## config.mk

```make
export PLATFORM = sky130hd
export DESIGN_NAME = led_pattern_sched
export DESIGN_NICKNAME = d
export VERILOG_FILES = /design/src/rtl/led_pattern_sched.sv
export SDC_FILE = /design/constraint.sdc
export NUM_CORES = 1
export LEC_CHECK = 0
export ABC_AREA = 1
export BUFFER_PORTS_ARGS = -buffer_cell sky130_fd_sc_hd__buf_2
export CAP_MARGIN = 20
export CORE_MARGIN = 1
export CORE_UTILIZATION = 56
export DETAILED_ROUTE_END_ITERATION = 6
export PLACE_DENSITY = 0.87
export SKIP_CTS_REPAIR_TIMING = 1
export SKIP_LAST_GASP = 1
export SLEW_MARGIN = 20
export SYNTH_ARGS = -nofsm -noshare
export SYNTH_HDL_FRONTEND = slang
export SYNTH_SLANG_ARGS = --single-unit
```

## constraint.sdc

```tcl
create_clock -name clk -period 2.35 [get_ports clk]
set_clock_uncertainty 0.1 [all_clocks]
set_input_delay 0.235 -clock clk [delete_from_list [all_inputs] [get_ports clk]]
set_output_delay 0.235 -clock clk [all_outputs]
set_load 0.02 [all_outputs]
```

## src/rtl/led_pattern_sched.sv

```systemverilog
// Round-robin scheduler that shares one LED bank between NREQ pattern requesters.
// Define LED_SCHED_FIXED_PRIO_EN for fixed-priority arbitration (lowest index wins).
module led_pattern_sched #(
    parameter int              LED_W        = 12,
    parameter int              NREQ         = 4,
    parameter logic [23:0]     TICK_DIV     = 24'd8388608,
    parameter int              HOLD_STEPS   = 12,
    parameter logic [LED_W-1:0] IDLE_PATTERN = 12'b000111111111
) (
    input  logic                  clk,
    input  logic                  rst_n,
    input  logic [NREQ-1:0]       req,
    input  logic [NREQ*LED_W-1:0] pat_data,
    input  logic [NREQ-1:0]       dir,
    output logic [NREQ-1:0]       gnt,
    output logic                  busy,
    output logic [3:0]            step,
    output logic                  done,
    output logic [LED_W-1:0]      led
);

    localparam int PTR_W = (NREQ > 1) ? $clog2(NREQ) : 1;

    typedef enum logic [1:0] {
        S_IDLE,
        S_LOAD,
        S_RUN,
        S_RELEASE
    } state_t;

    state_t             state_q, state_d;
    logic [PTR_W-1:0]   winner_q, winner_d;
    logic [PTR_W-1:0]   rr_ptr_q, rr_ptr_d;
    logic [23:0]        presc_q, presc_d;
    logic [LED_W-1:0]   led_q, led_d;
    logic [NREQ-1:0]    gnt_q, gnt_d;
    logic               busy_q, busy_d;
    logic [3:0]         step_q, step_d;
    logic               done_q, done_d;

    logic               arb_found;
    logic [PTR_W-1:0]   arb_win;
    logic               tick;
    logic [LED_W-1:0]   pat_sel;
    logic [LED_W-1:0]   led_rot;

`ifdef LED_SCHED_FIXED_PRIO_EN
    always_comb begin
        arb_found = 1'b0;
        arb_win   = '0;
        for (int unsigned i = 0; i < NREQ; i++) begin
            if (!arb_found && req[PTR_W'(i)]) begin
                arb_found = 1'b1;
                arb_win   = PTR_W'(i);
            end
        end
    end
`else
    // Scan starts one past the last winner so every requester gets a turn.
    always_comb begin
        int unsigned scan_idx;
        arb_found = 1'b0;
        arb_win   = '0;
        scan_idx  = 0;
        for (int unsigned k = 1; k <= NREQ; k++) begin
            scan_idx = 32'(rr_ptr_q) + k;
            if (scan_idx >= NREQ) begin
                scan_idx = scan_idx - NREQ;
            end
            if (!arb_found && req[PTR_W'(scan_idx)]) begin
                arb_found = 1'b1;
                arb_win   = PTR_W'(scan_idx);
            end
        end
    end
`endif

    always_comb begin
        pat_sel = pat_data[LED_W-1:0];
        for (int unsigned i = 0; i < NREQ; i++) begin
            if (winner_q == PTR_W'(i)) begin
                pat_sel = pat_data[i*LED_W +: LED_W];
            end
        end
    end

    assign tick    = (presc_q == (TICK_DIV - 24'd1));
    assign led_rot = dir[winner_q] ? {led_q[0], led_q[LED_W-1:1]}
                                   : {led_q[LED_W-2:0], led_q[LED_W-1]};

    always_comb begin
        state_d  = state_q;
        winner_d = winner_q;
        rr_ptr_d = rr_ptr_q;
        presc_d  = presc_q;
        led_d    = led_q;
        gnt_d    = gnt_q;
        busy_d   = busy_q;
        step_d   = step_q;
        done_d   = 1'b0;

        case (state_q)
            S_IDLE: begin
                led_d  = IDLE_PATTERN;
                gnt_d  = '0;
                busy_d = 1'b0;
                if (arb_found) begin
                    winner_d = arb_win;
                    state_d  = S_LOAD;
                end
            end
            S_LOAD: begin
                gnt_d   = NREQ'(1) << winner_q;
                busy_d  = 1'b1;
                led_d   = pat_sel;
                step_d  = '0;
                presc_d = '0;
                state_d = S_RUN;
            end
            S_RUN: begin
                // An abort suppresses any rotation due on the same cycle.
                if (!req[winner_q]) begin
                    state_d = S_RELEASE;
                end else begin
                    presc_d = tick ? '0 : presc_q + 24'd1;
                    if (tick) begin
                        led_d  = led_rot;
                        step_d = step_q + 4'd1;
                        if (step_q == 4'(HOLD_STEPS - 1)) begin
                            state_d = S_RELEASE;
                        end
                    end
                end
            end
            S_RELEASE: begin
                gnt_d    = '0;
                busy_d   = 1'b0;
                done_d   = 1'b1;
                rr_ptr_d = winner_q;
                led_d    = IDLE_PATTERN;
                state_d  = S_IDLE;
            end
            default: begin
                state_d = S_IDLE;
            end
        endcase
    end

    always_ff @(posedge clk or negedge rst_n) begin
        if (!rst_n) begin
            state_q  <= S_IDLE;
            winner_q <= '0;
            rr_ptr_q <= PTR_W'(NREQ - 1);
            presc_q  <= '0;
            led_q    <= IDLE_PATTERN;
            gnt_q    <= '0;
            busy_q   <= 1'b0;
            step_q   <= '0;
            done_q   <= 1'b0;
        end else begin
            state_q  <= state_d;
            winner_q <= winner_d;
            rr_ptr_q <= rr_ptr_d;
            presc_q  <= presc_d;
            led_q    <= led_d;
            gnt_q    <= gnt_d;
            busy_q   <= busy_d;
            step_q   <= step_d;
            done_q   <= done_d;
        end
    end

    assign gnt  = gnt_q;
    assign busy = busy_q;
    assign step = step_q;
    assign done = done_q;
    assign led  = led_q;

endmodule

```

After elaboration in Yosys (flattened, before gate mapping) --
Cells that the tools add are included. W data, S select, Z words.
Storage, ports and cells: memories kept 0, memory bits (writable) 0, output and inout bits 22, bits of input ports 58, latch bits 0, register bits 52, word-level logic and storage cells 102, memory bits (read-only) 0
Operators by class: mux-type cells 45, equal/unequal tests 13, div/mod/pow operators 0, $mul 0, $add $sub $neg 10, order comparisons 9, shifts and indexed selects 1, reduce and logical (&&, ||, !) cells 15, bitwise gates (word level) 0
Operator list (count):
- $mux W12 | 6
- $mux W24 | 2
- $pmux W24 S2 | 1
- $pmux W12 S3 | 1
- $add A24 B1 Y24 const B | 1
- $eq A24 B23 Y1 const B | 1
- $mux W2 | 12
- $pmux W4 S2 | 2
- $lt A2 B3 Y1 const B | 5
- $bmux W1 S2 | 6
- $mux W1 | 11
- $ge A3 B3 Y1 const B | 3
- $eq A2 B2 Y1 const B | 4
- $mux W4 | 2
- $pmux W2 S4 | 1
- $sub A2 B1 Y2 const B | 4
- $add A2 B2 Y3 const B | 2
- $ne A2 B2 Y1 const B | 3
- $ne A3 B3 Y1 const B | 2
- $reduce_and A2 Y1 | 3
- $reduce_and A3 Y1 | 2
- $add A2 B3 Y4 const B | 1
- $add A4 B1 Y4 const B | 1
- $eq A2 B1 Y1 const B | 2
- other kinds (10) | 15

Depth between registers and ports, before layout --
Gate-level depths: netlist of the first run.
word-level depth 17, depth in mapped cells 12, gate-level depth less buffers 11

Worst setup path before layout of the first run --
OpenSTA, ideal clock, no wires.
kind register to register, from reg state_q[0], to reg presc_q[18], arrival time 1.568 ns, buffers on the path 2, data required time 2.131 ns, period minus slack after synthesis 1.787 ns, stages on the path, launching flop included 10, slack 0.563 ns, setup time 0.119 ns, path through dfrtp_1 > inv_1 > ha_1 > clkbuf_1 > nand2_1 > nand2_2 > inv_1 > buf_2 > nand2_1 > nand2_1
On the way: word-level cells in the longest chain between the ends 3
Ends and longest elaborated chain:
- start: declaration | line 31 | state_t state_q, state_d;
- start signal: assignment | line 161 | state_q <= state_d;
- $eq A2 B2 Y1 or $eq A2 B1 Y1 (tied branches) | line 102 | case (state_q)
- $ne A2 B2 Y1 (no source line) or $reduce_bool A2 Y1 (tied branches)
- $reduce_and A2 Y1 (no source line)
- end signal: assignment | line 164 | presc_q <= presc_d;
- end: declaration | line 34 | logic [23:0] presc_q, presc_d;
Parallel ways exist; a longest one is shown, timed or not. A chain may end at the register's enable or synchronous reset.

Worst setup path after layout of the first run --
from reg presc_q[1], to reg state_q[1]
On the way: word-level cells in the longest chain between the ends 3
Ends and longest elaborated chain:
- $eq A24 B23 Y1 | line 87 | assign tick = (presc_q == (TICK_DIV - 24'd1));
- $ne A3 B3 Y1 (no source line)
- $reduce_and A3 Y1 (no source line)
Every way passes these cells.

==> impl_metrics.tcl, run 1 <==
set metrics [dict create \
    status "completed" \
    track_usage_pct 30.8 \
    ys_seq_elements 52 \
    ios 80 \
    grt_pass1_vias 4117 \
    fill_cells 593 \
    start_util_pct 57.8 \
    num_rows 30 \
    vias 4264 \
    cp_max_fo 8 \
    seqPwrFrac_pct 27.2 \
    grt_pass1_wl_um 18100 \
    combPwrFrac_pct 60.5 \
    ys.warnings.count 0 \
    drt_iter0_markers 242 \
    tritoncts "done" \
    leakage_nw 2.40 \
    hp-start "pat_data[45]" \
    syn_area_per_cell_um2 6.37 \
    final-hold-violation-count 0 \
    antenna_found_initial 0 \
    sw_frac_of_total_pct 51.7 \
    ff2ff_path_depth 10 \
    min_period_over_period_pct 87.5 \
    syn_inst 613 \
    via_per_inst 5.54 \
    min_path_cells 5 \
    rsz0062_at_grt "no" \
    powerDensity_nw_per_um2 1160 \
    tightestPinTransition_ns 0.605 \
    drc 0 \
    clockPowerShare_pct 12.3 \
    cts_root_buf "clkbuf_8" \
    ant_nets 0 \
    cts_buffers 5 \
    die_area_um2 7310 \
    setup-violations-final 0 \
    dp.cells 760 \
    slew_headroom_pct 59.5 \
    drive_above_1_share_pct 20.6 \
    hold_ws_ns 0.159 \
    core_um2 6760 \
    p_int_mw 2.52 \
    antenna_cells 0 \
    drt-total-wl_um 10400 \
    fin_setup_tns_ns 0 \
    async_reset_ff_share_pct 100 \
    fmax_ghz 0.486 \
    syn_area_um2 3910 \
    die_h_um 85.5 \
    ir_drop_uv 615 \
    period_needed_ns 2.06 \
    gp_congestion 0.914 \
    reg2reg_slack_ns 0.29 \
    hold_path_class "input pin to flip-flop" \
    worstPathRequired_ns 2.48 \
    crit_path_end_kind "flip-flop" \
    clk_pin_slew_ns 0.11 \
    synth_fp_nets 678 \
    synth_ff_type "dfrtp_1" \
    wire_per_inst_um 13.5 \
    h-tree-depth 2 \
    p_sw_mw 2.69 \
    port_buffers 79 \
    yosysUniqueCellTypes 34 \
    finalNonFillerCells 769 \
    nNetsFinal 753 \
    firstDrtPassIters 5 \
    worstSetupPathType "flip-flop to flip-flop" \
    clock-sinks 52 \
    overflow 0 \
    worstReg2RegStart "presc_q[1]$_DFFE_PN0P_" \
    dpl.hpwl_um 7910 \
    cap_violations 0 \
    grt_start_max_net_pins 26 \
    crit_path_start_kind "flip-flop" \
    clock_latency_ns 0.33 \
    cts_buffer_depth 2 \
    die_width_um 85.5 \
    synth-edff-count 0 \
    r2r_end "state_q[1]$_DFFE_PN0P_" \
    crit_path_start "presc_q[1]$_DFFE_PN0P_" \
    seq_area_frac_synth_pct 33.7 \
    report.final.slew_viol_count 0 \
    syn_to_final_growth_pct 14.6 \
    endpoint "state_q[1]$_DFFE_PN0P_" \
    arrival_ns 2.19 \
]
-- critical path: stages (launching register included) --
cell,delay (ns)
dfrtp_1,0.39
ha_1,0.27
nand2_2,0.10
nor2_4,0.17
nand2_2,0.10
nor2_4,0.16
nand2_4,0.11
o21ai_1,0.28
nand2_1,0.14
nand2_1,0.07
nand2_1,0.05
-- placed cells by master (no fill, tap or decap) --
master / netlist / final
bufinv_16: 0 / 1
o21ai_0: 43 / 43
or2_2: 11 / 11
nand4_1: 15 / 15
buf_2: 5 / 79
dfstp_2: 11 / 11
o211ai_1: 4 / 4
clkinv_2: 1 / 1
o31ai_1: 2 / 2
nand2_4: 3 / 3
a21oi_2: 6 / 6
nand3b_1: 2 / 2
dlygate4sd3_1: 0 / 1
xnor2_1: 1 / 1
nor3_1: 1 / 1
ha_1: 7 / 7
nand2_1: 213 / 213
clkinv_4: 0 / 1
xor2_1: 6 / 6
a31oi_1: 1 / 1
nor4_1: 1 / 1
inv_1: 64 / 64
clkinv_1: 2 / 3
nor2_1: 57 / 57
nand2_2: 7 / 7
buf_4: 3 / 9
a21oi_1: 17 / 17
clkbuf_8: 0 / 5
dfrtp_1: 41 / 41
nor2_4: 2 / 2
nor2_2: 3 / 3
o21ai_1: 3 / 3
nand3_1: 65 / 65
inv_2: 3 / 3
-- kinds of logic after synthesis --
logic type | Yosys count | share of synthesized area (%)
AND/OR/NAND/NOR | 380 | 42.2
buffers and inverters | 91 | 9.64
AO/OA/AOI/OAI | 76 | 10.7
flip-flops | 52 | 33.7
XOR/XNOR | 7 | 1.57
adder cells (fa/ha/maj) | 7 | 2.24
-- synthesized netlist by cell type (7+ instances only) --
cell        n  area, µm²
a21oi_1    17       85.1
clkbuf_1    9       33.8
dfrtp_1    41       1030
dfstp_2    11        289
ha_1        7       87.6
inv_1      64        240
nand2_1   213        800
nand2_2     7       43.8
nand3_1    65        325
nand4_1    15       93.8
nor2_1     57        214
o21ai_0    43        215
or2_2      11       68.8
-- metrics by stage --
| stage | instance area (µm²) | utilization, % | setup slack (ns) | total power [mW] |
|---|---|---|---|---|
| after global routing | 4480 | 66.3 | 0.0636 | 5.69 |
| after floorplan | 3910 | - | 0.563 | 3.80 |
| after detailed placement | 4360 | 64.5 | 0.338 | 4.52 |
| final | 4480 | 66.3 | 0.294 | 5.21 |
| after global placement | 4360 | 64.5 | 0.386 | 4.46 |
| after CTS | 4470 | 66.1 | 0.303 | 5.18 |
-- layout make-up --
type	count	area (µm²)	area share (%)
clock buffers	5	68.8	1.54
clock inverters	3	42.5	0.950
inverters	70	264	5.90
multi-input cells	470	2210	49.5
flip-flops and latches	52	1320	29.4
well taps	80	100	2.24
repair buffers	89	473	10.6
-- worst min-delay path by stage --
stage | to | slack (ns)
floorplan | busy$_DFFE_PN0P_ | -0.16
global placement | step[2]$_DFFE_PN0P_ | 0.07
detailed placement | step[0]$_DFFE_PN0P_ | 0.07
CTS | step[0]$_DFFE_PN0P_ | -0.28
global route | led[9]$_DFFE_PN0P_ | 0.22
finish | led[9]$_DFFE_PN0P_ | 0.16
-- metal layers --
metal / part of all wire (%) / global-route usage [%] / up-vias
met5: 0 / 0 / -
met4: 2.1 / 11.4 / 0
met3: 5.9 / 5.39 / 22
met2: 49 / 55.8 / 178
met1: 43 / 36.7 / 1968
li1: - / - / 2096
-- registers in the layout, summed over array words and instances (netlist names) --
| register | count |
|---|---|
| led | 12 |
| rr_ptr_q | 2 |
| done | 1 |
| presc_q | 24 |
| gnt | 4 |
| winner_q | 2 |
| state_q | 2 |
| busy | 1 |
| step | 4 |
-- power by group through the flow --
stage	Clock, mW	Combinational (mW)	Sequential, mW
floorplan	0	2.28	1.53
global placement	0	3.04	1.42
detailed placement	0	3.09	1.43
CTS	0.643	3.12	1.42
global route	0.679	3.56	1.45
finish	0.641	3.15	1.42
Power figures use the tool's default switching activity.
==> run 2, diff against run 1 <==
==> constraint.sdc (replaced) <==
create_clock -name clk -period 2.3 [get_ports clk]
set_clock_uncertainty 0.1 [all_clocks]
set_input_delay 0.23 -clock clk [delete_from_list [all_inputs] [get_ports clk]]
set_output_delay 0.23 -clock clk [all_outputs]
set_load 0.02 [all_outputs]
==> run 2 against run 1 <==
  * Fmax is 2.6% lower
  * Sequential power hardly changed
  * Combinational power is 2% higher
  * Largest power group unchanged
  * Sequential share of layout area is 0.17 points higher
  * Final area is 0.59% lower
  * Die area stayed put
  * First-iteration DRC count is 18% lower
  * Register-to-register slack worse by 0.10 ns
  * Total power is 0.24% lower
==> impl_metrics.tcl, run 2 (synthesis results as in run 1) <==
set metrics [dict create \
    status "completed" \
    via_per_inst 5.43 \
    clock_latency_ns 0.31 \
    wire_per_inst_um 13.2 \
    die_width_um 85.5 \
    top_register "presc_q" \
    hold_ws_ns 0.175 \
    gp_congestion 0.948 \
    cts_buffers 5 \
    clk_pin_slew_ns 0.09 \
    tritoncts "done" \
    firstDrtPassIters 5 \
    ff2ff_path_depth 7 \
    syn_to_final_growth_pct 14.0 \
    dpl.hpwl_um 7940 \
    reg2reg_slack_ns 0.19 \
    start_util_pct 57.8 \
    place_area_um2 4350 \
    arrival_ns 2.25 \
    cap_violations 0 \
    fill_cells 592 \
    max_stage_delay_ns 0.47 \
    report.final.slew_viol_count 0 \
    worstSetupPathType "flip-flop to flip-flop" \
    path_depth 7 \
    worstPathRequired_ns 2.44 \
    path_buf_inv 1 \
    crit_path_start "winner_q[0]$_DFFE_PN0P_" \
    largest_reg_flops 24 \
    crit_path_start_kind "flip-flop" \
    num_rows 30 \
    powerDensity_nw_per_um2 1170 \
    grt_start_max_net_pins 30 \
    drive_above_1_share_pct 20.6 \
    sw_frac_of_total_pct 52.3 \
    period_needed_ns 2.11 \
    antenna_found_initial 0 \
    ios 80 \
    top_usage_layer "met2" \
    drt-total-wl_um 10100 \
    port_buffers 79 \
    grt_pass1_vias 3992 \
    final_common_cell "nand2_1" \
    p_int_mw 2.48 \
    ant_nets 0 \
    die_area_um2 7310 \
    grt_pass1_wl_um 17500 \
    core_um2 6760 \
    worstReg2RegStart "winner_q[0]$_DFFE_PN0P_" \
    combPwrFrac_pct 61.6 \
    track_usage_pct 29.6 \
    rsz0062_at_grt "no" \
    endpoint "led[5]$_DFFE_PN1P_" \
    finish.instance_area_um2 4450 \
    fmax_ghz 0.474 \
    crit_path_end_kind "flip-flop" \
    cp_max_fo 25 \
    slew_headroom_pct 55.7 \
    leakage_nw 2.39 \
    critical-path-top-delay-family "simple AND/OR/NAND/NOR gates" \
    tightestPinTransition_ns 0.664 \
    antenna_cells 0 \
    clockPowerShare_pct 10.6 \
    met3_usage_pct 4.72 \
    hold_path_class "input pin to flip-flop" \
    h-tree-depth 2 \
    ir_drop_uv 798 \
    use_met1_pct 36.0 \
    vias 4171 \
    cp_slowest_cell "dfrtp_1" \
    use_met2_pct 53.8 \
    fin_util_pct 65.9 \
    final_cell_mix "nand2_1, buf_2, nand3_1" \
    drt_iter0_markers 198 \
    fin_setup_tns_ns 0 \
    setup-violations-final 0 \
    min_path_cells 5 \
    cts_root_buf "clkbuf_8" \
    drc 0 \
    nNetsFinal 752 \
    crit_path_cell_trace "buf_4 -> nand2_1 -> or2_2 -> nand3_1 -> a21oi_1 -> nor2_1 -> a21oi_2" \
    seqPwrFrac_pct 27.8 \
    p_sw_mw 2.72 \
    min_period_over_period_pct 91.8 \
    die_h_um 85.5 \
    final-hold-violation-count 0 \
    overflow 0 \
    cts_buffer_depth 2 \
    r2r_end "led[5]$_DFFE_PN1P_" \
    clock-sinks 52 \
]
[run 2: changes by cell type in the layout (fill, tap and decap cells not counted), sizes merged]
cell and change:
buf -1, bufinv -1, clkbuf +1
[run 2: worst min path at each step]
stage / slack (ns) / to / start
detailed placement: 0.20 / step[3]$_DFFE_PN0P_ / rst_n
finish: 0.18 / led[11]$_DFFE_PN0P_ / pat_data[47]
CTS: -0.14 / step[3]$_DFFE_PN0P_ / rst_n
global route: 0.24 / led[9]$_DFFE_PN0P_ / pat_data[45]
global placement: 0.19 / step[3]$_DFFE_PN0P_ / rst_n
floorplan: -0.17 / busy$_DFFE_PN0P_ / rst_n
[run 2: area by class of cell]
cell class	instances	area, µm²	area share (%)
clock inverter	2	10.0	0.225
tap	80	100	2.25
timing repair buffer	88	465	10.5
sequential	52	1320	29.5
multi-input combinational	470	2210	49.7
clock buffer	6	82.6	1.85
inverter	70	264	5.93
[run 2: layer usage]
metal	vias to the layer above	share of wire, %	routed length, µm
li1	2096	-	-
met1	1913	43	4380
met2	148	51	5130
met3	14	4.8	487
met4	0	1.4	138
met5	-	0	0
[run 2: stage by stage]
stage | std cells | power (mW) | setup slack [ns]
floorplan | 613 | 3.88 | 0.513
finish | 768 | 5.20 | 0.189
global placement | 759 | 4.53 | 0.325
detailed placement | 759 | 4.62 | 0.269
CTS | 767 | 5.17 | 0.244
global route | 768 | 5.68 | 0.00393
[run 2: power by group through the flow]
stage          logic, mW  registers [mW]  clock network (mW)
2_1_floorplan       2.33            1.56                   0
3_3_place_gp        3.09            1.45                   0
3_5_place_dp        3.16            1.46                   0
4_1_cts             3.17            1.44               0.560
5_1_grt             3.61            1.48               0.594
6_report            3.20            1.45               0.550
[run 2: worst register-to-register path, cell delays in order (launching register included)]
cell     delay [ns]
dfrtp_1        0.47
buf_4          0.24
nand2_1        0.40
or2_2          0.44
nand3_1        0.07
a21oi_1        0.08
nor2_1         0.16
a21oi_2        0.08
==> run 3, diff against run 2 <==
==> constraint.sdc (replaced) <==
create_clock -name clk -period 2.3 [get_ports clk]
set_clock_uncertainty 0.1 [all_clocks]
set_input_delay 0.345 -clock clk [delete_from_list [all_inputs] [get_ports clk]]
set_output_delay 0.345 -clock clk [all_outputs]
set_load 0.02 [all_outputs]
==> run 3 against run 2 <==
  * First-iteration DRC count rose by 4.0%
  * Total power rose by 3.0%
  * Worst setup slack improved by 0.050 ns
  * Critical path depth did not move
  * Sequential share of layout area fell by 0.26 points
  * Sequential power barely moved
  * Register-to-register slack improved by 0.05 ns
  * Global-route usage fell by 0.50 points
  * Non-clock buffer count fell by 1
==> impl_metrics.tcl, run 3 (synthesis results as in run 1) <==
set metrics [dict create \
    die_area_um2 7310 \
    worstSetupPathType "flip-flop to flip-flop" \
    cap_violations 0 \
    vias 4249 \
    die_width_um 85.5 \
    clock_latency_ns 0.31 \
    worstReg2RegStart "winner_q[0]$_DFFE_PN0P_" \
    core_um2 6760 \
    largest_reg_flops 24 \
    leakage_nw 2.40 \
    antenna_found_initial 0 \
    clk_pin_slew_ns 0.09 \
    drt_iter0_markers 206 \
    die_h_um 85.5 \
    drc 0 \
    num_rows 30 \
    final-hold-violation-count 0 \
    fill_cells 581 \
    ant_nets 0 \
    crit_path_start_kind "flip-flop" \
    h-tree-depth 2 \
    place_area_um2 4350 \
    ff2ff_path_depth 7 \
    combPwrFrac_pct 59.9 \
    min_path_cells 5 \
    clockPowerShare_pct 13.1 \
    overflow 0 \
    cts_root_buf "clkbuf_8" \
    sw_frac_of_total_pct 51.0 \
    syn_to_final_growth_pct 15.0 \
    final_cell_mix "nand2_1, buf_2, nand3_1" \
    cp_max_fo 25 \
    via_per_inst 5.54 \
    seqPwrFrac_pct 27.1 \
    report.final.slew_viol_count 0 \
    start_util_pct 57.8 \
    setup-violations-final 0 \
    antenna_cells 0 \
    nNetsFinal 751 \
    reg2reg_slack_ns 0.24 \
    p_sw_mw 2.73 \
    dpl.hpwl_um 7910 \
    final_common_cell "nand2_1" \
    slew_headroom_pct 58.4 \
    period_needed_ns 2.06 \
    grt_start_max_net_pins 30 \
    grt_pass1_vias 4024 \
    status "completed" \
    rsz0062_at_grt "no" \
    crit_path_end_kind "flip-flop" \
    r2r_end "led[4]$_DFFE_PN1P_" \
    grt_pass1_wl_um 17400 \
    top_register "presc_q" \
    hp-start "pat_data[47]" \
    port_buffers 79 \
    p_int_mw 2.62 \
    drt-total-wl_um 10200 \
    cts_buffer_depth 2 \
    clock-sinks 52 \
    drive_above_1_share_pct 20.5 \
    hold_end "led[11]$_DFFE_PN0P_" \
    gp_congestion 0.956 \
    fin_setup_tns_ns 0 \
    tritoncts "done" \
    powerDensity_nw_per_um2 1190 \
    finish.instance_area_um2 4490 \
    ir_drop_uv 665 \
    hold_path_class "input pin to flip-flop" \
    fmax_ghz 0.485 \
    wire_per_inst_um 13.3 \
    firstDrtPassIters 5 \
    min_period_over_period_pct 89.6 \
    tightestPinTransition_ns 0.623 \
    ios 80 \
    arrival_ns 2.20 \
    worstPathRequired_ns 2.44 \
    cts_buffers 5 \
    track_usage_pct 29.1 \
]
-- run 3: changes by cell type in the layout (fill, tap and decap cells not counted) --
cell and delta:
buf_4 -2, bufinv_16 +1, buf_12 +1, clkbuf_8 +1
clkinv_2 -2
-- run 3: per-stage QoR --
step                std cells  setup slack, ns  power [mW]  utilization, %  hold slack, ns
finish                    767            0.239        5.35            66.5           0.284
global route              767           0.0185        5.83            66.5           0.297
CTS                       766            0.251        5.32            66.3         -0.0560
detailed placement        758            0.264        4.62            64.4           0.279
global placement          758            0.326        4.54            64.4           0.274
floorplan                 613            0.513        3.88               -         -0.0506
-- run 3: cell type report --
cell class              count  area (µm²)  area share (%)
multi-input cells         470        2210            49.3
clock inverters             1        30.0           0.669
repair buffers             87         470            10.5
inverters                  70         264            5.88
flip-flops and latches     52        1320            29.3
well taps                  80         100            2.23
clock buffers               7        96.3            2.15
-- run 3: power groups by stage --
stage | Combinational [mW] | Clock [mW] | Sequential [mW]
final | 3.21 | 0.699 | 1.45
after global routing | 3.61 | 0.736 | 1.48
after CTS | 3.18 | 0.698 | 1.44
after detailed placement | 3.16 | 0 | 1.46
after global placement | 3.09 | 0 | 1.45
after floorplan | 2.33 | 0 | 1.56
-- run 3: per-layer routing --
metal / track usage [%] / wire length (µm) / up-vias
li1: - / - / 2086
met1: 35.0 / 4340 / 1954
met2: 53.1 / 4980 / 183
met3: 4.52 / 595 / 26
met4: 10.0 / 255 / 0
met5: 0 / 0 / -
-- run 3: how the worst max path moves through the flow --
| stage | startpoint | end | slack, ns | cells after the start |
|---|---|---|---|---|
| floorplan | state_q[0]$_DFFE_PN0P_ | presc_q[18]$_DFFE_PN0P_ | 0.51 | 9 |
| global placement | presc_q[1]$_DFFE_PN0P_ | led[1]$_DFFE_PN1P_ | 0.33 | 11 |
| detailed placement | winner_q[0]$_DFFE_PN0P_ | led[4]$_DFFE_PN1P_ | 0.26 | 7 |
| CTS | winner_q[0]$_DFFE_PN0P_ | led[4]$_DFFE_PN1P_ | 0.25 | 7 |
| global route | winner_q[0]$_DFFE_PN0P_ | led[6]$_DFFE_PN1P_ | 0.02 | 7 |
| finish | winner_q[0]$_DFFE_PN0P_ | led[4]$_DFFE_PN1P_ | 0.24 | 7 |
-- run 3: critical path, stage by stage (launching register included) --
cell and delay, ns:
dfrtp_1 0.46, buf_4 0.23, nand2_1 0.40, or2_2 0.44
nand3_1 0.07, a21oi_1 0.07, nor2_1 0.15, a21oi_2 0.07
